File: config.mk
export PLATFORM = sky130hd
export DESIGN_NAME = mdr_seq_core
export DESIGN_NICKNAME = d
export VERILOG_FILES = /design/src/rtl/mdr_seq_core.sv
export SDC_FILE = /design/constraint.sdc
export NUM_CORES = 1
export LEC_CHECK = 0
export ABC_CLOCK_PERIOD_IN_PS = 7400
export BUFFER_PORTS_ARGS = -buffer_cell sky130_fd_sc_hd__buf_4
export CORE_UTILIZATION = 30
export CTS_CLUSTER_SIZE = 12
export DETAILED_ROUTE_END_ITERATION = 6
export PLACE_DENSITY = 0.49
export SYNTH_ARGS = -nofsm -noshare
export SYNTH_HDL_FRONTEND = slang
export SYNTH_SLANG_ARGS = --single-unit
File: constraint.sdc
create_clock -name clk -period 7.4 [get_ports clk]
set_clock_uncertainty 0.15 [all_clocks]
set_input_delay 1.48 -clock clk [delete_from_list [all_inputs] [get_ports clk]]
set_output_delay 1.48 -clock clk [all_outputs]
set_load 0.01 [all_outputs]
File: src/rtl/mdr_seq_core.sv
// Sequential multiply / divide / square-root engine with a start/load operand handshake.
// A single add/subtract datapath is iterated one result bit per cycle.
//
// state  | meaning
// IDLE   | waiting for start
// LOAD_X | X operand requested
// LOAD_Y | Y operand requested
// RUN    | one result bit per cycle
// FIX    | sign / remainder correction
// DONE   | outputs valid, waiting for start
module mdr_seq_core #(
  parameter int DW = 16,
  parameter int CW = $clog2(DW) + 1
) (
  input  logic            clk,
  input  logic            rst,
  input  logic            start,
  input  logic            load,
  input  logic [1:0]      op,
  input  logic            sgn,
  input  logic [DW-1:0]   data,
  output logic            load_x,
  output logic            load_y,
  output logic            busy,
  output logic            ready,
  output logic            error,
  output logic [2*DW-1:0] result,
  output logic [DW-1:0]   remainder
);

  localparam logic [2:0] S_IDLE   = 3'd0;
  localparam logic [2:0] S_LOAD_X = 3'd1;
  localparam logic [2:0] S_LOAD_Y = 3'd2;
  localparam logic [2:0] S_RUN    = 3'd3;
  localparam logic [2:0] S_FIX    = 3'd4;
  localparam logic [2:0] S_DONE   = 3'd5;

  localparam logic [1:0] OP_MUL  = 2'b00;
  localparam logic [1:0] OP_DIV  = 2'b01;
  localparam logic [1:0] OP_SQRT = 2'b10;
  localparam logic [1:0] OP_ILL  = 2'b11;

  localparam logic [CW-1:0] CNT_LAST_MD   = CW'(DW - 1);
  localparam logic [CW-1:0] CNT_LAST_SQRT = CW'(DW / 2 - 1);

  logic [2:0]    state;
  logic [1:0]    op_q;
  logic          sgn_q;
  logic [DW-1:0] x_q;
  logic [DW+1:0] r_q;
  logic [DW-1:0] q_q;
  logic [DW-1:0] m_q;
  logic [CW-1:0] cnt;
  logic          x_neg_q;
  logic          y_neg_q;

  logic          last_load;
  logic          chk_err;
  logic [DW-1:0] x_src;
  logic          x_neg_c;
  logic          y_neg_c;
  logic [DW-1:0] x_mag;
  logic [DW-1:0] y_mag;
  logic [CW-1:0] cnt_last;
  logic [DW+1:0] add_a;
  logic [DW+1:0] add_b;
  logic          add_sub;
  logic [DW+1:0] sum;
  logic [2*DW-1:0] prod;
  logic [DW:0]   quo_s;

  assign load_x = (state == S_LOAD_X);
  assign load_y = (state == S_LOAD_Y);
  assign busy   = (state == S_LOAD_X) || (state == S_LOAD_Y) || (state == S_RUN) || (state == S_FIX);
  assign ready  = (state == S_DONE);

  assign last_load = load && (((state == S_LOAD_X) && (op_q == OP_SQRT)) || (state == S_LOAD_Y));
  assign chk_err   = (op_q == OP_ILL) || ((op_q == OP_DIV) && (data == '0)) ||
                     ((op_q == OP_SQRT) && sgn_q && data[DW-1]);

  assign x_src   = (state == S_LOAD_X) ? data : x_q;
  assign x_neg_c = sgn_q & x_src[DW-1];
  assign y_neg_c = sgn_q & data[DW-1];
  assign x_mag   = x_neg_c ? -x_src : x_src;
  assign y_mag   = y_neg_c ? -data : data;
  assign cnt_last = (op_q == OP_SQRT) ? CNT_LAST_SQRT : CNT_LAST_MD;

  // Shared adder: mult accumulates, div trial-subtracts, sqrt adds or subtracts on the sign of R.
  always_comb begin
    add_a   = '0;
    add_b   = '0;
    add_sub = 1'b0;
    case (op_q)
      OP_MUL: begin
        add_a = r_q;
        add_b = q_q[0] ? {2'b00, m_q} : '0;
      end
      OP_DIV: begin
        add_a   = {1'b0, r_q[DW-1:0], q_q[DW-1]};
        add_b   = {2'b00, m_q};
        add_sub = 1'b1;
      end
      OP_SQRT: begin
        if (state == S_FIX) begin
          add_a = r_q;
          add_b = {1'b0, m_q, 1'b1};
        end else begin
          add_a   = {r_q[DW-1:0], q_q[DW-1:DW-2]};
          add_b   = {2'b00, m_q[DW-3:0], r_q[DW+1], 1'b1};
          add_sub = ~r_q[DW+1];
        end
      end
      default: ;
    endcase
    sum = add_sub ? (add_a - add_b) : (add_a + add_b);
  end

  assign prod  = {r_q[DW-1:0], q_q};
  assign quo_s = (x_neg_q ^ y_neg_q) ? -{1'b0, q_q} : {1'b0, q_q};

  always_ff @(posedge clk or negedge rst) begin
    if (!rst) begin
      state     <= S_IDLE;
      op_q      <= '0;
      sgn_q     <= 1'b0;
      x_q       <= '0;
      r_q       <= '0;
      q_q       <= '0;
      m_q       <= '0;
      cnt       <= '0;
      x_neg_q   <= 1'b0;
      y_neg_q   <= 1'b0;
      error     <= 1'b0;
      result    <= '0;
      remainder <= '0;
    end else begin
      case (state)
        S_IDLE, S_DONE: begin
          if (start) begin
            op_q  <= op;
            sgn_q <= sgn;
            error <= 1'b0;
            state <= S_LOAD_X;
          end
        end
        S_LOAD_X, S_LOAD_Y: begin
          if (load && (state == S_LOAD_X)) begin
            x_q <= data;
            if (op_q != OP_SQRT) state <= S_LOAD_Y;
          end
          if (last_load) begin
            if (chk_err) begin
              error     <= 1'b1;
              result    <= '0;
              remainder <= '0;
              state     <= S_DONE;
            end else begin
              x_neg_q <= x_neg_c;
              y_neg_q <= (op_q == OP_SQRT) ? 1'b0 : y_neg_c;
              r_q     <= '0;
              cnt     <= '0;
              case (op_q)
                OP_MUL:  begin q_q <= y_mag; m_q <= x_mag; end
                OP_DIV:  begin q_q <= x_mag; m_q <= y_mag; end
                default: begin q_q <= x_src; m_q <= '0;    end
              endcase
              state <= S_RUN;
            end
          end
        end
        S_RUN: begin
          case (op_q)
            OP_MUL: begin
              r_q <= {1'b0, sum[DW+1:1]};
              q_q <= {sum[0], q_q[DW-1:1]};
            end
            OP_DIV: begin
              r_q <= sum[DW+1] ? add_a : sum;
              q_q <= {q_q[DW-2:0], ~sum[DW+1]};
            end
            default: begin
              r_q <= sum;
              q_q <= {q_q[DW-3:0], 2'b00};
              m_q <= {m_q[DW-2:0], ~sum[DW+1]};
            end
          endcase
          cnt <= cnt + 1'b1;
          if (cnt == cnt_last) state <= S_FIX;
        end
        S_FIX: begin
          case (op_q)
            OP_MUL: begin
              result    <= (x_neg_q ^ y_neg_q) ? -prod : prod;
              remainder <= '0;
            end
            OP_DIV: begin
              // Quotient is DW+1 bits signed so that -2^(DW-1) / -1 stays positive.
              result    <= sgn_q ? {{(DW-1){quo_s[DW]}}, quo_s} : {{DW{1'b0}}, q_q};
              remainder <= x_neg_q ? -r_q[DW-1:0] : r_q[DW-1:0];
            end
            default: begin
              result    <= {{(2*DW-DW/2){1'b0}}, m_q[DW/2-1:0]};
              remainder <= r_q[DW+1] ? sum[DW-1:0] : r_q[DW-1:0];
            end
          endcase
          state <= S_DONE;
        end
        default: state <= S_IDLE;
      endcase
    end
  end

endmodule

**Word level (Yosys, flattened, before mapping)**

Cells that the tools add are included.
Widths: inputs -> output; s select.

- Output and inout port bits: 53
- Register bits: 128

- Reduce and logical (&&, ||, !) cells: 29
- $add $sub $neg: 8
- Bitwise gates (word level): 6
- Muxes and demuxes: 55
- Eq/ne operators: 18

Operator list:

| cell | count |
|---|---|
| $pmux 16 s2 | 7 |
| $mux 16 | 13 |
| $mux 32 | 4 |
| $pmux 32 s2 | 2 |
| $mux 18 | 5 |
| $pmux 18 s2 | 2 |
| $pmux 18 s3 | 1 |
| $pmux 17 s3 | 1 |
| $neg 16->16 | 3 |
| $mux 17 | 2 |
| $neg 32->32 | 1 |
| $add 18x18->18 | 1 |
| $mux 3 | 6 |
| $sub 18x18->18 | 1 |
| $neg 16->17 | 1 |
| $logic_not 16->1 | 1 |
| $ne 2x2->1 const B | 6 |
| $pmux 3 s4 | 1 |
| $reduce_and 4->1 | 3 |
| $mux 5 | 2 |
| $pmux 5 s2 | 1 |
| $reduce_and 3->1 | 3 |
| $eq 3x2->1 const B | 2 |
| $eq 3x3->1 const B | 2 |
| 20 further kinds | 45 |

**Longest topological paths before layout**

Gate-level depths: netlist of the first run.

- Depth in word-level cells: 8
- Mapped depth: 29

**Worst setup path after synthesis of the first run**

OpenSTA, ideal clock, no wires.

- Path type: reg2reg
- From: register op_q[0]
- To: register r_q[9]
- Cell stages (with the launch flop): 26
- Data arrival time: 4754 ps
- Required time: 7129 ps
- Period minus slack after synthesis: 5025 ps
- Library setup time: 121 ps
- Path slack: 2375 ps
- Path buffers: 2
- Path through: dfrtp_1 inv_1 ha_1 clkbuf_1 a21o_1 clkbuf_1 a31oi_1 ha_1 nor2b_1 o21ai_0 or3_1 nor3_1 o21ai_0 o21ai_0 xor2_1 ha_1 a21oi_1 nor2b_1 nor2_1 o31ai_1 nor3_1 a21oi_1 xnor2_1 o21ai_2 a221o_1 a22o_1

- Cells in the longest elaborated chain, start to end: 7

RTL lines:

| what | RTL line | text |
|---|---|---|
| from (decl) | 47 | `logic [1:0] op_q;` |
| from (signal assigned) | 140 | `op_q <= op;` |
| $eq 2x2->1, or another cell as far along | 77, 79, 93 |  |
| $pmux 18 s3 or $pmux 17 s3 (tied branches) | 93 | `case (op_q)` |
| $add 18x18->18 or $sub 18x18->18 (tied branches) | 115 | `sum = add_sub ? (add_a - add_b) : (add_a + add_b);` |
| $mux 18 | 115 |  |
| $mux 18 | 178 | `r_q <= sum[DW+1] ? add_a : sum;` |
| $pmux 18 s2 | 172 | `case (op_q)` |
| $pmux 18 s2 | 137 | `case (state)` |
| to (signal assigned) | 174 | `r_q <= {1'b0, sum[DW+1:1]};` |
| to (signal assigned) | 178 |  |
| to (signal assigned) | 182 | `r_q <= sum;` |
| to (decl) | 50 | `logic [DW+1:0] r_q;` |

Parallel ways exist; a longest one is shown, timed or not.
A chain may end at the register's enable or synchronous reset.

**Worst setup path in the final report of the first run**

- From: register op_q[0]
- To: register r_q[2]

The elaborated chain is that of the path after synthesis.

==> metrics.yaml, run 1 <==
syn-cell-area_um2: 10900
drt-initial-drc-count: 883
synth_cells: 1412
postCtsSetupBuffers: 0
period_minus_slack_ns: 5.801
io_buffers: 75
cts.clk_slew.worst_paths_ns: 0.06
synthesis.nets: 1463
violations: "design-rule violations"
antenna_found_initial: 0
grt-ovfl-total: 0
crit_path_end_kind: "register"
yosysMostFrequentCell: "nand2_1"
cts_sinks: 128
slew_headroom_pct: 35.44
tns_ns: 0
synthArstFlopShare_pct: 100.0
place_inst: 1836
drt_wl_total_mm: 36.70
cp.required_ns: 7.56
yosysSeqAreaShare_pct: 29.39
core_area_um2: 35660
cts_tree: "built"
clk_latency_ns: 0.45
wl_per_cell_um: 19.65
worst-path-max-fanout: 16
grtUsageTotal_pct: 20.34
yosys.area.top_type: "dfrtp_1"
cts-root-buf: "clkbuf_16"
drv_cap: 0
cts_made_buffers: 17
holdBufCountCts: 0
grt_pass1_vias: 10040
drive_gt1_share_pct: 13.22
fp.dieW_um: 192.6
cts_max_level: 4
ys_types: 73
pin_count: 76
ys_ff_latch: 128
layout-area-overhead-vs-synth_pct: 12.77
rows: 69
cts_resized: 0
min-delay-path-class: "reg2reg"
fin_crit_sh_pct: 78.40
tightest_slew_ns: 0.9684
viasPerCell: 5.626
synthFlopType: "dfrtp_1"
dp_hpwl_mm: 25.84
startpoint_type: "register"
synth_edf_count: 0
firstDrtPassIters: 7
yosys-top-cells-area: "dfrtp_1 29%, nand2_1 7.4%, o21ai_0 6.5%"
antenna_left: 0
postSynthAreaPerCell_um2: 7.717
hold_viol: 0
finalNonFillerCells: 1868
clk_path_buf_depth: 2
nNetsFinal: 1445
grt_start_max_net_pins: 76
setup_viol: 0
synth_common_cells: "216 x nand2_1, 141 x o21ai_0, 128 x dfrtp_1, 128 x nor2_1, 113 x clkbuf_1"
rsz0062_at_grt: "no"
yosys_warnings: 0
dieHeight_um: 192.6
num_vias: 10510
n_fill_cell: 3812
initial_core_util_pct: 30.56
remaining_drc_errors: 15
antenna-diode-count: 0
fmax_ghz: 0.1724
synth_top_area_share_pct: 29.39
die_area_um2: 37090
report.final.slew_viol_count: 0
gp_congestion: 0.9198
critical_path_arrival_ns: 5.96
grt_pass1_wl_mm: 58.50
status: "finished, violations left"
critical_path_class: "reg2reg"
-- flip-flops by register name (all words and copies together) (netlist names) --
name / cells
m_q: 16
remainder: 16
x_neg_q: 1
result: 32
sgn_q: 1
q_q: 16
cnt: 5
error: 1
x_q: 16
op_q: 2
r_q: 18
state: 3
y_neg_q: 1
-- final timing paths --
check                           cells after the start                  start  slack (ns)                    end
worst min register to register                      2  result[7]$_DFFE_PN0P_        0.32  result[7]$_DFFE_PN0P_
max in group asynchronous                           2                    rst        4.95   state[0]$_DFFE_PN0P_
worst max register to register                     23    op_q[0]$_DFFE_PN0P_        1.60     r_q[2]$_DFFE_PN0P_
worst min-delay path                                2  result[7]$_DFFE_PN0P_        0.32  result[7]$_DFFE_PN0P_
worst max-delay path                               23    op_q[0]$_DFFE_PN0P_        1.60     r_q[2]$_DFFE_PN0P_
min in group asynchronous                           1                    rst        0.92  result[9]$_DFFE_PN0P_
-- logic make-up after synthesis --
group	Yosys count	synth area share (%)
adder cells (fa/ha/maj)	28	3.284
multiplexers	83	8.141
buffers and inverters	159	5.753
AO/OA/AOI/OAI	450	26.87
flip-flops	128	29.39
AND/OR/NAND/NOR	473	19.24
XOR/XNOR	91	7.314
-- per-stage QoR --
step	util, %	hold WS, ns	setup WS, ns	area [µm²]
2_1_floorplan	-	0.3250	2.375	10900
3_3_place_gp	32.89	0.3058	1.664	11730
3_5_place_dp	32.89	0.3141	1.579	11730
4_1_cts	34.46	0.3273	1.574	12290
5_1_grt	34.46	0.3406	1.075	12290
6_report	34.46	0.3194	1.599	12290
-- metal layers --
layer	GRT usage, %	wire, µm	vias to the layer above
met3	3.164	1999	53
met2	31.44	16350	348
met1	28.61	17530	5039
met4	6.814	825	0
li1	-	-	5069
met5	0	0	-
-- critical path: stages (launching register included) --
cell and delay [ns]:
dfrtp_1 0.41, ha_1 0.58, nor2b_1 0.25, a31oi_1 0.29, ha_1 0.22, nor2b_1 0.12
o21ai_0 0.10, or3_1 0.35, nor3_1 0.24, o21ai_0 0.21, o21ai_0 0.25, xor2_1 0.10
ha_1 0.35, a21oi_1 0.09, nor2b_1 0.15, nor2_1 0.07, o31ai_1 0.33, nor3_1 0.08
a21oi_1 0.24, xnor2_2 0.20, buf_4 0.30, mux2_2 0.35, a21oi_1 0.13, o21ai_0 0.08
-- cell type report --
class | instances | area, µm² | share of cell area, %
clock buffer | 23 | 478.0 | 3.890
clock inverter | 9 | 83.83 | 0.6822
inverter | 28 | 105.1 | 0.8553
multi-input combinational | 1125 | 7132 | 58.04
sequential | 128 | 3203 | 26.07
tap | 461 | 576.8 | 4.694
timing repair buffer | 94 | 709.4 | 5.773
-- placed cells by master (no fill, tap or decap), types with 16 or more instances in the layout --
master	n
nand2_1	215
o21ai_0	141
dfrtp_1	128
nor2_1	127
a21oi_1	103
buf_4	93
xnor2_1	56
mux2_2	45
mux2i_1	38
xor2_1	33
inv_1	27
a22oi_1	26
ha_1	25
nor3_1	22
a221oi_1	21
a222oi_1	18
nand3_1	17
clkbuf_16	17
nor2b_1	16
Power of run 1 is not shown: default switching activity piles up to over one toggle a cycle in this logic, so the estimate is an artifact.
==> run 2: changes to the inputs <==
Settings changed: ABC_AREA from default to 1, ABC_CLOCK_PERIOD_IN_PS 7400 to 4800, PLACE_DENSITY 0.49 to 0.51.
Clock period 7.4 ns to 4.8 ns, I/O delays scaled along.
==> metrics.yaml, run 2 <==
status: "finished, violations left"
violations: "design-rule violations"
die_area_um2: 38890  # +4.8%
yosys-top-cells-area: "dfrtp_1 28%, nand2_1 16%, o21ai_0 8.7%"
antenna_found_initial: 0  # unchanged
fin_crit_sh_pct: 91.10  # +13 points
hold_start: "x_q[1]$_DFFE_PN0P_"
period_minus_slack_ns: 4.373  # -1.428 ns
cts_tree: "built"
grtUsageTotal_pct: 22.94  # +2.6 points
startpoint_type: "register"
nNetsFinal: 1905  # +32%
final_cell_mix: "474 x nand2_1, 196 x o21ai_0, 189 x inv_1, 165 x nand3_1, 127 x dfrtp_1"
dp_hpwl_mm: 31.74  # +23%
slew_headroom_pct: 29.15  # -6.3 points
final-seq-area_um2: 3204  # about the same
critPathMaxStageDelay_ns: 0.40  # -0.18 ns
synth_common_cells: "475 x nand2_1, 198 x o21ai_0, 189 x inv_1"
cts_max_level: 4  # unchanged
synth_edf_count: 0  # unchanged
report.final.slew_viol_count: 0  # unchanged
holdBufCountCts: 0  # unchanged
reg2reg_from: "op_q[1]$_DFFE_PN0P_"
clk_path_buf_depth: 2  # unchanged
worstSetupStartpoint: "op_q[1]$_DFFE_PN0P_"
cts_sinks: 128  # unchanged
n_fill_cell: 4160  # +9.1%
firstDrtPassIters: 7  # unchanged
synth_cells: 1807  # +28%
cts-root-buf: "clkbuf_16"
crit_buf_inv: 6  # +5
postSynthAreaPerCell_um2: 6.326  # -18%
setup_viol: 0  # unchanged
io_buffers: 75  # unchanged
yosysSeqAreaShare_pct: 28.02  # -1.4 points
antenna-diode-count: 0  # unchanged
drt_wl_total_mm: 43.77  # +19%
synthFlopType: "dfrtp_1"
top_register: "result"
largest_reg_flops: 32  # unchanged
crit_family: "simple AND/OR/NAND/NOR gates"
initial_core_util_pct: 30.42  # -0.14 points
wl_per_cell_um: 18.40  # -6.3%
fp.dieW_um: 197.2  # +2.4%
dieHeight_um: 197.2  # +2.4%
ys_types: 53  # -27%
yosys.area.top_type: "dfrtp_1"
fmax_ghz: 0.2287  # +33%
syn-cell-area_um2: 11430  # +4.9%
rows: 71  # +2.9%
gp_congestion: 0.8872  # -3.5%
yosysMostFrequentCell: "nand2_1"
clk_latency_ns: 0.44  # about the same
drv_cap: 0  # unchanged
tightest_slew_ns: 1.063  # +0.09429 ns
hold_viol: 0  # unchanged
rsz0062_at_grt: "no"
viasPerCell: 5.330  # -5.3%
grt-ovfl-total: 0  # unchanged
cp.required_ns: 4.98  # -2.58 ns
antenna_left: 0  # unchanged
pin_count: 76  # unchanged
synthesis.nets: 1858  # +27%
worst-path-max-fanout: 8  # -8
multi_input_area_um2: 7157  # +0.35%
crit_path_end_kind: "register"
layout-area-overhead-vs-synth_pct: 16.46
drt-initial-drc-count: 1392  # +58%
grt_pass1_wl_mm: 69.27  # +18%
largest_registers: "result (32), r_q (18)"
num_vias: 12670  # +21%
cpMostUsedCell: "nand2_1"
grt_pass1_vias: 12080  # +20%
tns_ns: 0  # unchanged
cts.clk_slew.worst_paths_ns: 0.06  # about the same
critical_path_arrival_ns: 4.55  # -1.41 ns
ys_ff_latch: 128  # unchanged
remaining_drc_errors: 3  # -12
cts_made_buffers: 17  # unchanged
drive_gt1_share_pct: 11.89  # -1.3 points
core_area_um2: 37580  # +5.4%
synthArstFlopShare_pct: 100.0  # unchanged
worst_path_max_delay_cell: "dfrtp_1"
yosys_warnings: 0  # unchanged
final_common_cell: "nand2_1"
synth_top_area_share_pct: 28.02  # -1.4 points
grt_start_max_net_pins: 108  # +42%
min-delay-path-class: "reg2reg"
critical_path_class: "reg2reg"
[run 2: layer usage]
layer  wire, µm  global-route usage (%)  part of all wire (%)
met1      20100                   31.78                    46
met2      19740                   36.66                    45
met3       3033                   3.432                   6.9
met4        885                   6.776                   2.0
met5          0                       0                     0
[run 2: tightest hold or removal path, cell delays in order, from the launching register on]
cell and delay [ns]:
dfrtp_1 0.33, nand2_1 0.05, o21ai_0 0.06
[run 2: path summary, 6_finish.rpt]
| path | to | slack [ns] | depth (start not counted) |
|---|---|---|---|
| setup reg to reg | r_q[16]$_DFFE_PN0P_ | 0.43 | 27 |
| setup / recovery | r_q[16]$_DFFE_PN0P_ | 0.43 | 27 |
| hold / removal | x_q[1]$_DFFE_PN0P_ | 0.33 | 2 |
| min in group asynchronous | result[9]$_DFFE_PN0P_ | 0.52 | 1 |
| max in group asynchronous | x_q[1]$_DFFE_PN0P_ | 3.03 | 2 |
| hold reg to reg | x_q[1]$_DFFE_PN0P_ | 0.33 | 2 |
[run 2: metrics by stage]
stage | instance area [µm²] | setup slack [ns] | util [%] | cells | hold WS [ns]
after CTS | 13190 | 0.1596 | 35.10 | 2371 | 0.3350
after detailed placement | 12610 | 0.1746 | 33.55 | 2339 | 0.3198
final | 13310 | 0.4270 | 35.43 | 2378 | 0.3291
after global placement | 12610 | 0.1748 | 33.55 | 2339 | 0.3119
after floorplan | 11430 | 0.5999 | - | 1807 | 0.2955
after global routing | 13310 | 0.01408 | 35.43 | 2378 | 0.3584
[run 2: area by class of cell]
| type | instances | area share [%] |
|---|---|---|
| multi-input combinational | 1380 | 53.76 |
| sequential | 128 | 24.07 |
| timing repair buffer | 128 | 7.368 |
| inverter | 199 | 5.611 |
| clock buffer | 22 | 3.562 |
| tap | 511 | 4.803 |
| clock inverter | 10 | 0.8271 |
[run 2: kinds of logic (layout without fill, tap and decap cells)]
group,after synthesis,after routing,synth area share (%)
AO/OA/AOI/OAI,452,452,22.32
XOR/XNOR,66,66,5.057
adder cells (fa/ha/maj),28,28,3.130
buffers and inverters,301,359,10.28
flip-flops,128,128,28.02
AND/OR/NAND/NOR,832,834,31.20
[run 2: what timing repair did]
| action | in CTS | in global routing |
|---|---|---|
| buffers inserted | 0 | 5 |
| setup endpoints to repair | 0 | 22 |
| gates resized for setup | 0 | 19 |
Power of run 2 is left out for the same reason.
